## src/rtl/fpu_issue_pkg.sv

```systemverilog
// Shared types for the half-precision FPU issue block: operation encoding,
// queued request record, FSM states and flag/exception bit positions.
package fpu_issue_pkg;

   typedef enum logic [1:0] {
      ADD = 2'b00,
      SUB = 2'b01,
      MUL = 2'b10,
      DIV = 2'b11
   } fpu_op_t;

   typedef struct packed {
      logic [15:0] opA;
      logic [15:0] opB;
      fpu_op_t     op;
   } fpu_req_t;

   typedef enum logic [1:0] {
      S_IDLE = 2'd0,
      S_EXEC = 2'd1,
      S_RESP = 2'd2
   } state_t;

   localparam int FLAG_N = 3;
   localparam int FLAG_Z = 2;
   localparam int FLAG_C = 1;
   localparam int FLAG_O = 0;

   localparam int EXC_OVF = 2;
   localparam int EXC_UNF = 1;
   localparam int EXC_INX = 0;

endpackage

```

## src/rtl/fpu_issue_fpu.sv

```systemverilog
// Combinational binary16 add/sub/mul/div. Subnormal inputs read as zero, tiny
// results flush to zero, rounding is nearest-even, any Inf/NaN input yields qNaN.
module fpu_issue_fpu
   import fpu_issue_pkg::*;
(
   input  logic [15:0] a_i,
   input  logic [15:0] b_i,
   input  fpu_op_t     op_i,
   output logic [15:0] result_o,
   output logic [3:0]  flags_o,
   output logic [2:0]  exc_o
);

   // m holds {hidden, 10 fraction, guard, round, sticky}; returns {result, exc}.
   function automatic logic [18:0] round_pack(input logic s, input logic signed [7:0] e,
                                              input logic [13:0] m);
      logic        inc;
      logic [14:0] body;
      inc  = m[2] & (m[3] | m[1] | m[0]);
      body = {e[4:0], m[12:3]} + {14'd0, inc};
      if (m == 14'd0)
         round_pack = {s, 15'd0, 3'b000};
      else if (e <= 8'sd0)
         round_pack = {s, 15'd0, 3'b011};
      else if (e >= 8'sd31 || body[14:10] == 5'h1f)
         round_pack = {s, 15'h7C00, 3'b100};
      else
         round_pack = {s, body, 2'b00, |m[2:0]};
   endfunction

   function automatic logic [3:0] lzc14(input logic [13:0] v);
      lzc14 = 4'd14;
      for (int i = 0; i < 14; i++)
         if (v[i]) lzc14 = 4'(13 - i);
   endfunction

   logic              sa, sb, za, zb, sb_eff, swap, big_s, sm_s, eff_sub, carry, s_out, nan;
   logic [4:0]        ea, eb, big_e, sm_e, diff;
   logic [10:0]       ma, mb, big_m, sm_m, divisor, rem;
   logic [27:0]       sh;
   logic [13:0]       mx, my, m, q;
   logic [14:0]       sum;
   logic [3:0]        lz;
   logic [21:0]       p;
   logic [23:0]       num;
   logic signed [7:0] e;
   logic [18:0]       pk;

   always_comb begin
      sa      = a_i[15];
      sb      = b_i[15];
      ea      = a_i[14:10];
      eb      = b_i[14:10];
      za      = (ea == 5'd0);
      zb      = (eb == 5'd0);
      ma      = za ? 11'd0 : {1'b1, a_i[9:0]};
      mb      = zb ? 11'd0 : {1'b1, b_i[9:0]};
      nan     = (ea == 5'h1f) || (eb == 5'h1f);
      sb_eff  = sb ^ (op_i == SUB);
      swap    = a_i[14:0] < b_i[14:0];
      big_s   = swap ? sb_eff : sa;
      sm_s    = swap ? sa : sb_eff;
      big_e   = swap ? eb : ea;
      sm_e    = swap ? ea : eb;
      big_m   = swap ? mb : ma;
      sm_m    = swap ? ma : mb;
      diff    = big_e - sm_e;
      sh      = {sm_m, 17'd0} >> diff;
      mx      = {big_m, 3'b000};
      my      = sh[27:14] | {13'd0, |sh[13:0]};
      eff_sub = big_s ^ sm_s;
      sum     = eff_sub ? ({1'b0, mx} - {1'b0, my}) : ({1'b0, mx} + {1'b0, my});
      lz      = lzc14(sum[13:0]);
      p       = ma * mb;
      divisor = zb ? 11'd1 : mb;
      num     = {ma, 13'd0};
      q       = 14'(num / {13'd0, divisor});
      rem     = 11'(num % {13'd0, divisor});
      carry   = 1'b0;
      s_out   = 1'b0;
      m       = 14'd0;
      e       = 8'sd0;
      case (op_i)
         ADD, SUB: begin
            carry = sum[14] & ~eff_sub;
            s_out = (sum == 15'd0) ? 1'b0 : big_s;
            if (sum[14]) begin
               m = {sum[14:2], |sum[1:0]};
               e = $signed({3'b000, big_e}) + 8'sd1;
            end else begin
               m = sum[13:0] << lz;
               e = $signed({3'b000, big_e}) - $signed({4'b0000, lz});
            end
         end
         MUL: begin
            s_out = sa ^ sb;
            e     = $signed({3'b000, ea}) + $signed({3'b000, eb}) - 8'sd15;
            if (p[21]) begin
               m = {p[21:9], |p[8:0]};
               e = e + 8'sd1;
            end else begin
               m = {p[20:8], |p[7:0]};
            end
         end
         default: begin
            s_out = sa ^ sb;
            e     = $signed({3'b000, ea}) - $signed({3'b000, eb}) + 8'sd15;
            if (q[13]) begin
               m = {q[13:1], q[0] | (rem != 11'd0)};
            end else begin
               m = {q[12:0], rem != 11'd0};
               e = e - 8'sd1;
            end
         end
      endcase
      pk       = round_pack(s_out, e, m);
      result_o = pk[18:3];
      exc_o    = pk[2:0];
      // Divide by zero returns signed infinity and is reported as overflow.
      if (op_i == DIV && zb) begin
         result_o = za ? 16'h7E00 : {s_out, 15'h7C00};
         exc_o    = za ? 3'b000 : 3'b100;
      end
      if (nan) begin
         result_o = 16'h7E00;
         exc_o    = 3'b000;
      end
      flags_o         = 4'd0;
      flags_o[FLAG_N] = result_o[15];
      flags_o[FLAG_Z] = (result_o[14:0] == 15'd0);
      flags_o[FLAG_C] = carry;
      flags_o[FLAG_O] = exc_o[EXC_OVF];
   end

endmodule

```

## src/rtl/fpu_issue.sv

```systemverilog
// Request queue in front of a single FPU: holds operands for EXEC_CYCLES,
// captures result/flags/exceptions and presents them until the consumer accepts.
module fpu_issue
   import fpu_issue_pkg::*;
#(
   parameter int EXEC_CYCLES = 2,
   parameter int FIFO_DEPTH  = 2
) (
   input  logic        clk,
   input  logic        reset,
   input  logic        req_valid,
   output logic        req_ready,
   input  logic [15:0] req_opA,
   input  logic [15:0] req_opB,
   input  logic [1:0]  req_op,
   output logic        rsp_valid,
   input  logic        rsp_ready,
   output logic [15:0] rsp_result,
   output logic [3:0]  rsp_flags,
   output logic [2:0]  rsp_exc,
   output logic [2:0]  sticky_exc,
   input  logic        sticky_clr,
   output logic        busy
);

   localparam int         PTR_W     = $clog2(FIFO_DEPTH);
   localparam int         CNT_W     = PTR_W + 1;
   localparam logic [3:0] EXEC_LOAD = 4'(EXEC_CYCLES - 1);

   fpu_req_t         mem_q [FIFO_DEPTH];
   fpu_req_t         opnd_q;
   logic [PTR_W-1:0] wr_ptr_q, rd_ptr_q;
   logic [CNT_W-1:0] count_q;
   logic             full, empty, push, pop, capture;
   state_t           state_q, state_d;
   logic [3:0]       cnt_q, cnt_d;
   logic [15:0]      fpu_result, rsp_result_q;
   logic [3:0]       fpu_flags, rsp_flags_q;
   logic [2:0]       fpu_exc, rsp_exc_q, sticky_q, sticky_d;

   assign full      = (count_q == CNT_W'(FIFO_DEPTH));
   assign empty     = (count_q == '0);
   assign req_ready = !full;
   assign push      = req_valid && !full;

   always_ff @(posedge clk or posedge reset) begin
      if (reset) begin
         wr_ptr_q <= '0;
         rd_ptr_q <= '0;
         count_q  <= '0;
      end else begin
         if (push) wr_ptr_q <= wr_ptr_q + PTR_W'(1);
         if (pop)  rd_ptr_q <= rd_ptr_q + PTR_W'(1);
         case ({push, pop})
            2'b10:   count_q <= count_q + CNT_W'(1);
            2'b01:   count_q <= count_q - CNT_W'(1);
            default: count_q <= count_q;
         endcase
      end
   end

   // Payload storage carries no reset; occupancy and state alone decide validity.
   always_ff @(posedge clk) begin
      if (push) mem_q[wr_ptr_q] <= '{opA: req_opA, opB: req_opB, op: fpu_op_t'(req_op)};
      if (pop)  opnd_q <= mem_q[rd_ptr_q];
   end

   always_comb begin
      state_d = state_q;
      cnt_d   = cnt_q;
      pop     = 1'b0;
      capture = 1'b0;
      case (state_q)
         S_IDLE: begin
            if (!empty) begin
               pop     = 1'b1;
               state_d = S_EXEC;
               cnt_d   = EXEC_LOAD;
            end
         end
         S_EXEC: begin
            if (cnt_q == 4'd0) begin
               capture = 1'b1;
               state_d = S_RESP;
            end else begin
               cnt_d = cnt_q - 4'd1;
            end
         end
         S_RESP: begin
            if (rsp_ready) begin
               if (!empty) begin
                  pop     = 1'b1;
                  state_d = S_EXEC;
                  cnt_d   = EXEC_LOAD;
               end else begin
                  state_d = S_IDLE;
               end
            end
         end
         default: state_d = S_IDLE;
      endcase
      sticky_d = sticky_q;
      if (capture)
         sticky_d = (sticky_clr ? 3'b000 : sticky_q) | fpu_exc;
      else if (sticky_clr)
         sticky_d = 3'b000;
   end

   always_ff @(posedge clk or posedge reset) begin
      if (reset) begin
         state_q      <= S_IDLE;
         cnt_q        <= 4'd0;
         rsp_result_q <= 16'd0;
         rsp_flags_q  <= 4'd0;
         rsp_exc_q    <= 3'd0;
         sticky_q     <= 3'd0;
      end else begin
         state_q  <= state_d;
         cnt_q    <= cnt_d;
         sticky_q <= sticky_d;
         if (capture) begin
            rsp_result_q <= fpu_result;
            rsp_flags_q  <= fpu_flags;
            rsp_exc_q    <= fpu_exc;
         end
      end
   end

   fpu_issue_fpu u_fpu (
      .a_i      (opnd_q.opA),
      .b_i      (opnd_q.opB),
      .op_i     (opnd_q.op),
      .result_o (fpu_result),
      .flags_o  (fpu_flags),
      .exc_o    (fpu_exc)
   );

   assign rsp_valid  = (state_q == S_RESP);
   assign rsp_result = rsp_result_q;
   assign rsp_flags  = rsp_flags_q;
   assign rsp_exc    = rsp_exc_q;
   assign sticky_exc = sticky_q;
   assign busy       = !empty || (state_q != S_IDLE);

endmodule

```

## config.mk

```make
export PLATFORM = sky130hd
export DESIGN_NAME = fpu_issue
export DESIGN_NICKNAME = d
export VERILOG_FILES = /design/src/rtl/fpu_issue_pkg.sv /design/src/rtl/fpu_issue_fpu.sv /design/src/rtl/fpu_issue.sv
export SDC_FILE = /design/constraint.sdc
export NUM_CORES = 1
export LEC_CHECK = 0
export CAP_MARGIN = 30
export CORE_ASPECT_RATIO = 0.7
export CORE_UTILIZATION = 36
export CTS_CLUSTER_DIAMETER = 120
export CTS_CLUSTER_SIZE = 28
export DETAILED_ROUTE_END_ITERATION = 10
export MAX_ROUTING_LAYER = met4
export PLACE_DENSITY_LB_ADDON = 0.25
export SYNTH_ARGS = -nofsm -noshare
export SYNTH_HDL_FRONTEND = slang
export SYNTH_SLANG_ARGS = --single-unit
```

## constraint.sdc

```tcl
create_clock -name clk -period 80.4 [get_ports clk]
set_clock_uncertainty 0.1 [all_clocks]
set_input_delay 16.08 -clock clk [delete_from_list [all_inputs] [get_ports clk]]
set_output_delay 16.08 -clock clk [all_outputs]
set_load 0.1 [all_outputs]
```

==> out/qor.csv <==
metric,value,unit
reg2reg_depth,262,
setup_tns,0,ns
cts_setup_buffers,0,
synthFlopType,edfxtp_1,
hpwl,71330,um
routed_via_density,5.908,
ys_seq_elements,136,
crit_top_cell,o21ai_0,
hold_class,flop to flop,
synth_sequential_area_ratio,0.1389,
cts_sinks,136,
drt_pass1_iterations,6,
core,77210,sq um
start_util,0.3649,
synth.area.top_cells,"ha_1, edfxtp_1, fa_1, nand2_1, nor2_1",
async_flop_share,0.2500,
insertion_delay,0.43,ns
multi_input_area,22970,sq um
dieWidth,336.4,um
worstHoldStart,rsp_result[5],
yosysUniqueCellTypes,120,
synth_edf_count,102,
finalCriticalPeriod,61.84,ns
cp-end-kind,flop,
arrival,62.03,ns
tightest_slew,1.060,ns
finalSetupViolCount,0,
ioPinCount,68,
cts_tree,yes,
synth_area_leader_cell,ha_1,
avgSynthCellArea,7.815,sq um
drc_errors,0,
clockBufferDepth,2,
r2r_slack,18.56,ns
status,finished clean,
r2r-start,opnd_q[28],
worstSetupPathType,flop to flop,
syn_nets,4043,
nets,4053,
cts-root-buf,clkbuf_16,
fmax,0.01617,GHz
max_cap_viol_count,0,
final_layout_size_suffix_gt1_frac,0.07470,
finalCritPeriodShare,0.7692,
hold_depth,2,
grt-ovfl-total,0,
cts_max_level,4,
startpoint,opnd_q[28],
antenna_found_initial,1,
port_buffers,67,
track_usage,0.2319,
syn_inst,3605,
wl_per_cell,19.51,um
ant_nets,0,
grt_pass1_wl,143600,um
num_vias,27610,
crit_fanout,31,
synth_warnings,0,
syn_area,28170,sq um
required,80.59,ns
die_h,236.1,um
n_fill_cell,7933,
critPathLaunchType,flop,
cts_resized,0,
grt_max_degree,52,
final-hold-violation-count,0,
fp-row-count,85,
r2r_end,rsp_result[11],
cp_slowest_cell,nor3_4,
critPathMaxStageDelay,0.76,ns
cts_buffers,17,
routed_wl,91160,um
gp_congestion,0.9485,
seq_area,3914,sq um
rsz0062_at_grt,no,
postCtsHoldBufs,0,
final_cell_mix,"nand2_1, nor2_1, ha_1",
slew_violations,0,
dieArea,79400,sq um
synth_top_area_share,0.1394,
slew_headroom,0.2749,
syn2layout_area_growth,8.846,%
hold_end,rsp_result[5],
grt_pass1_vias,25040,
layout_commonest_cell,nand2_1,
first_iter_violations,2798,
clk_pin_slew,0.07,ns
==> Yosys cell counts (45+ instances only) <==
cell      number
mux2_2        90
a21oi_1      227
o21ai_0      210
a21o_1       109
inv_1        222
o21a_1        56
nor2_1       329
xnor2_1      124
nand2b_1      67
mux2i_1       68
fa_1          85
a211oi_1      45
ha_1         314
nand3_1      113
o31ai_1       47
nand2_1      350
clkbuf_1     101
o211ai_1      48
xor2_1        93
edfxtp_1     102
nor3_1        89
==> per-stage QoR <==
step | setup WS (ns) | hold WS, ns | instance area, sq um | util | std cells
2_1_floorplan | 23.76 | 0.3604 | 28170 | - | 3605
6_report | 18.56 | 0.3952 | 30670 | 0.3972 | 4673
3_3_place_gp | 20.73 | 0.3733 | 30060 | 0.3893 | 4636
5_1_grt | 12.53 | 0.3981 | 30670 | 0.3972 | 4673
3_5_place_dp | 19.64 | 0.3808 | 30090 | 0.3897 | 4639
4_1_cts | 19.46 | 0.3961 | 30660 | 0.3971 | 4671
==> worst max-delay path by stage <==
stage                           to  slack, ns
finish              rsp_result[11]      18.56
global route        rsp_result[11]      12.53
CTS                 rsp_result[11]      19.46
detailed placement  rsp_result[14]      19.64
global placement    rsp_result[14]      20.73
floorplan           rsp_result[11]      23.76
==> cells by family (layout without fill, tap and decap cells) <==
family | after synthesis | count (layout) | share of synthesized area
AO/OA/AOI/OAI | 1092 | 1092 | 0.2641
other | 0 | 1 | 0
adder cells (fa/ha/maj) | 399 | 399 | 0.1998
XOR/XNOR | 218 | 218 | 0.06803
buffers and inverters | 355 | 378 | 0.04809
flip-flops | 136 | 136 | 0.1389
AND/OR/NAND/NOR | 1232 | 1232 | 0.2096
multiplexers | 173 | 173 | 0.07145
==> per-layer routing <==
layer,global-route usage,share of wire,vias up
met4,0.02601,0.0098,0
met2,0.3026,0.38,1140
li1,-,-,13350
met1,0.3616,0.51,13050
met3,0.05196,0.099,63
met5,-,0,-
==> state kept, by name, indices dropped and copies added (netlist names) <==
name and flops:
cnt_q 4, count_q 2, mem_q 68, opnd_q 34, rd_ptr_q 1, rsp_exc 2
rsp_flags 3, rsp_result 16, state_q 2, sticky_exc 3, wr_ptr_q 1
==> worst max-delay path: cells and delay by family, from the launching register on <==
kind | cells | cell delay (ns)
adders and majority gates | 25 | 8.44
DFF | 1 | 0.49
AOI/OAI and AO/OA | 147 | 32.38
and+or+nand+nor | 72 | 14.77
buffers and inverters | 8 | 2.13
muxes | 10 | 3.25
==> cell type report <==
cell class              instances  share of cell area
multi-input cells            3114              0.7490
flip-flops and latches        136              0.1276
well taps                    1044             0.04259
repair buffers                116             0.03407
inverters                     230             0.02815
clock buffers                  17             0.01387
clock inverters                15            0.004610
diodes                          1          0.00008160
Power is left out: the tool's default activity adds up to more than one toggle a clock period on the data nets, which glitch-free logic cannot reach.
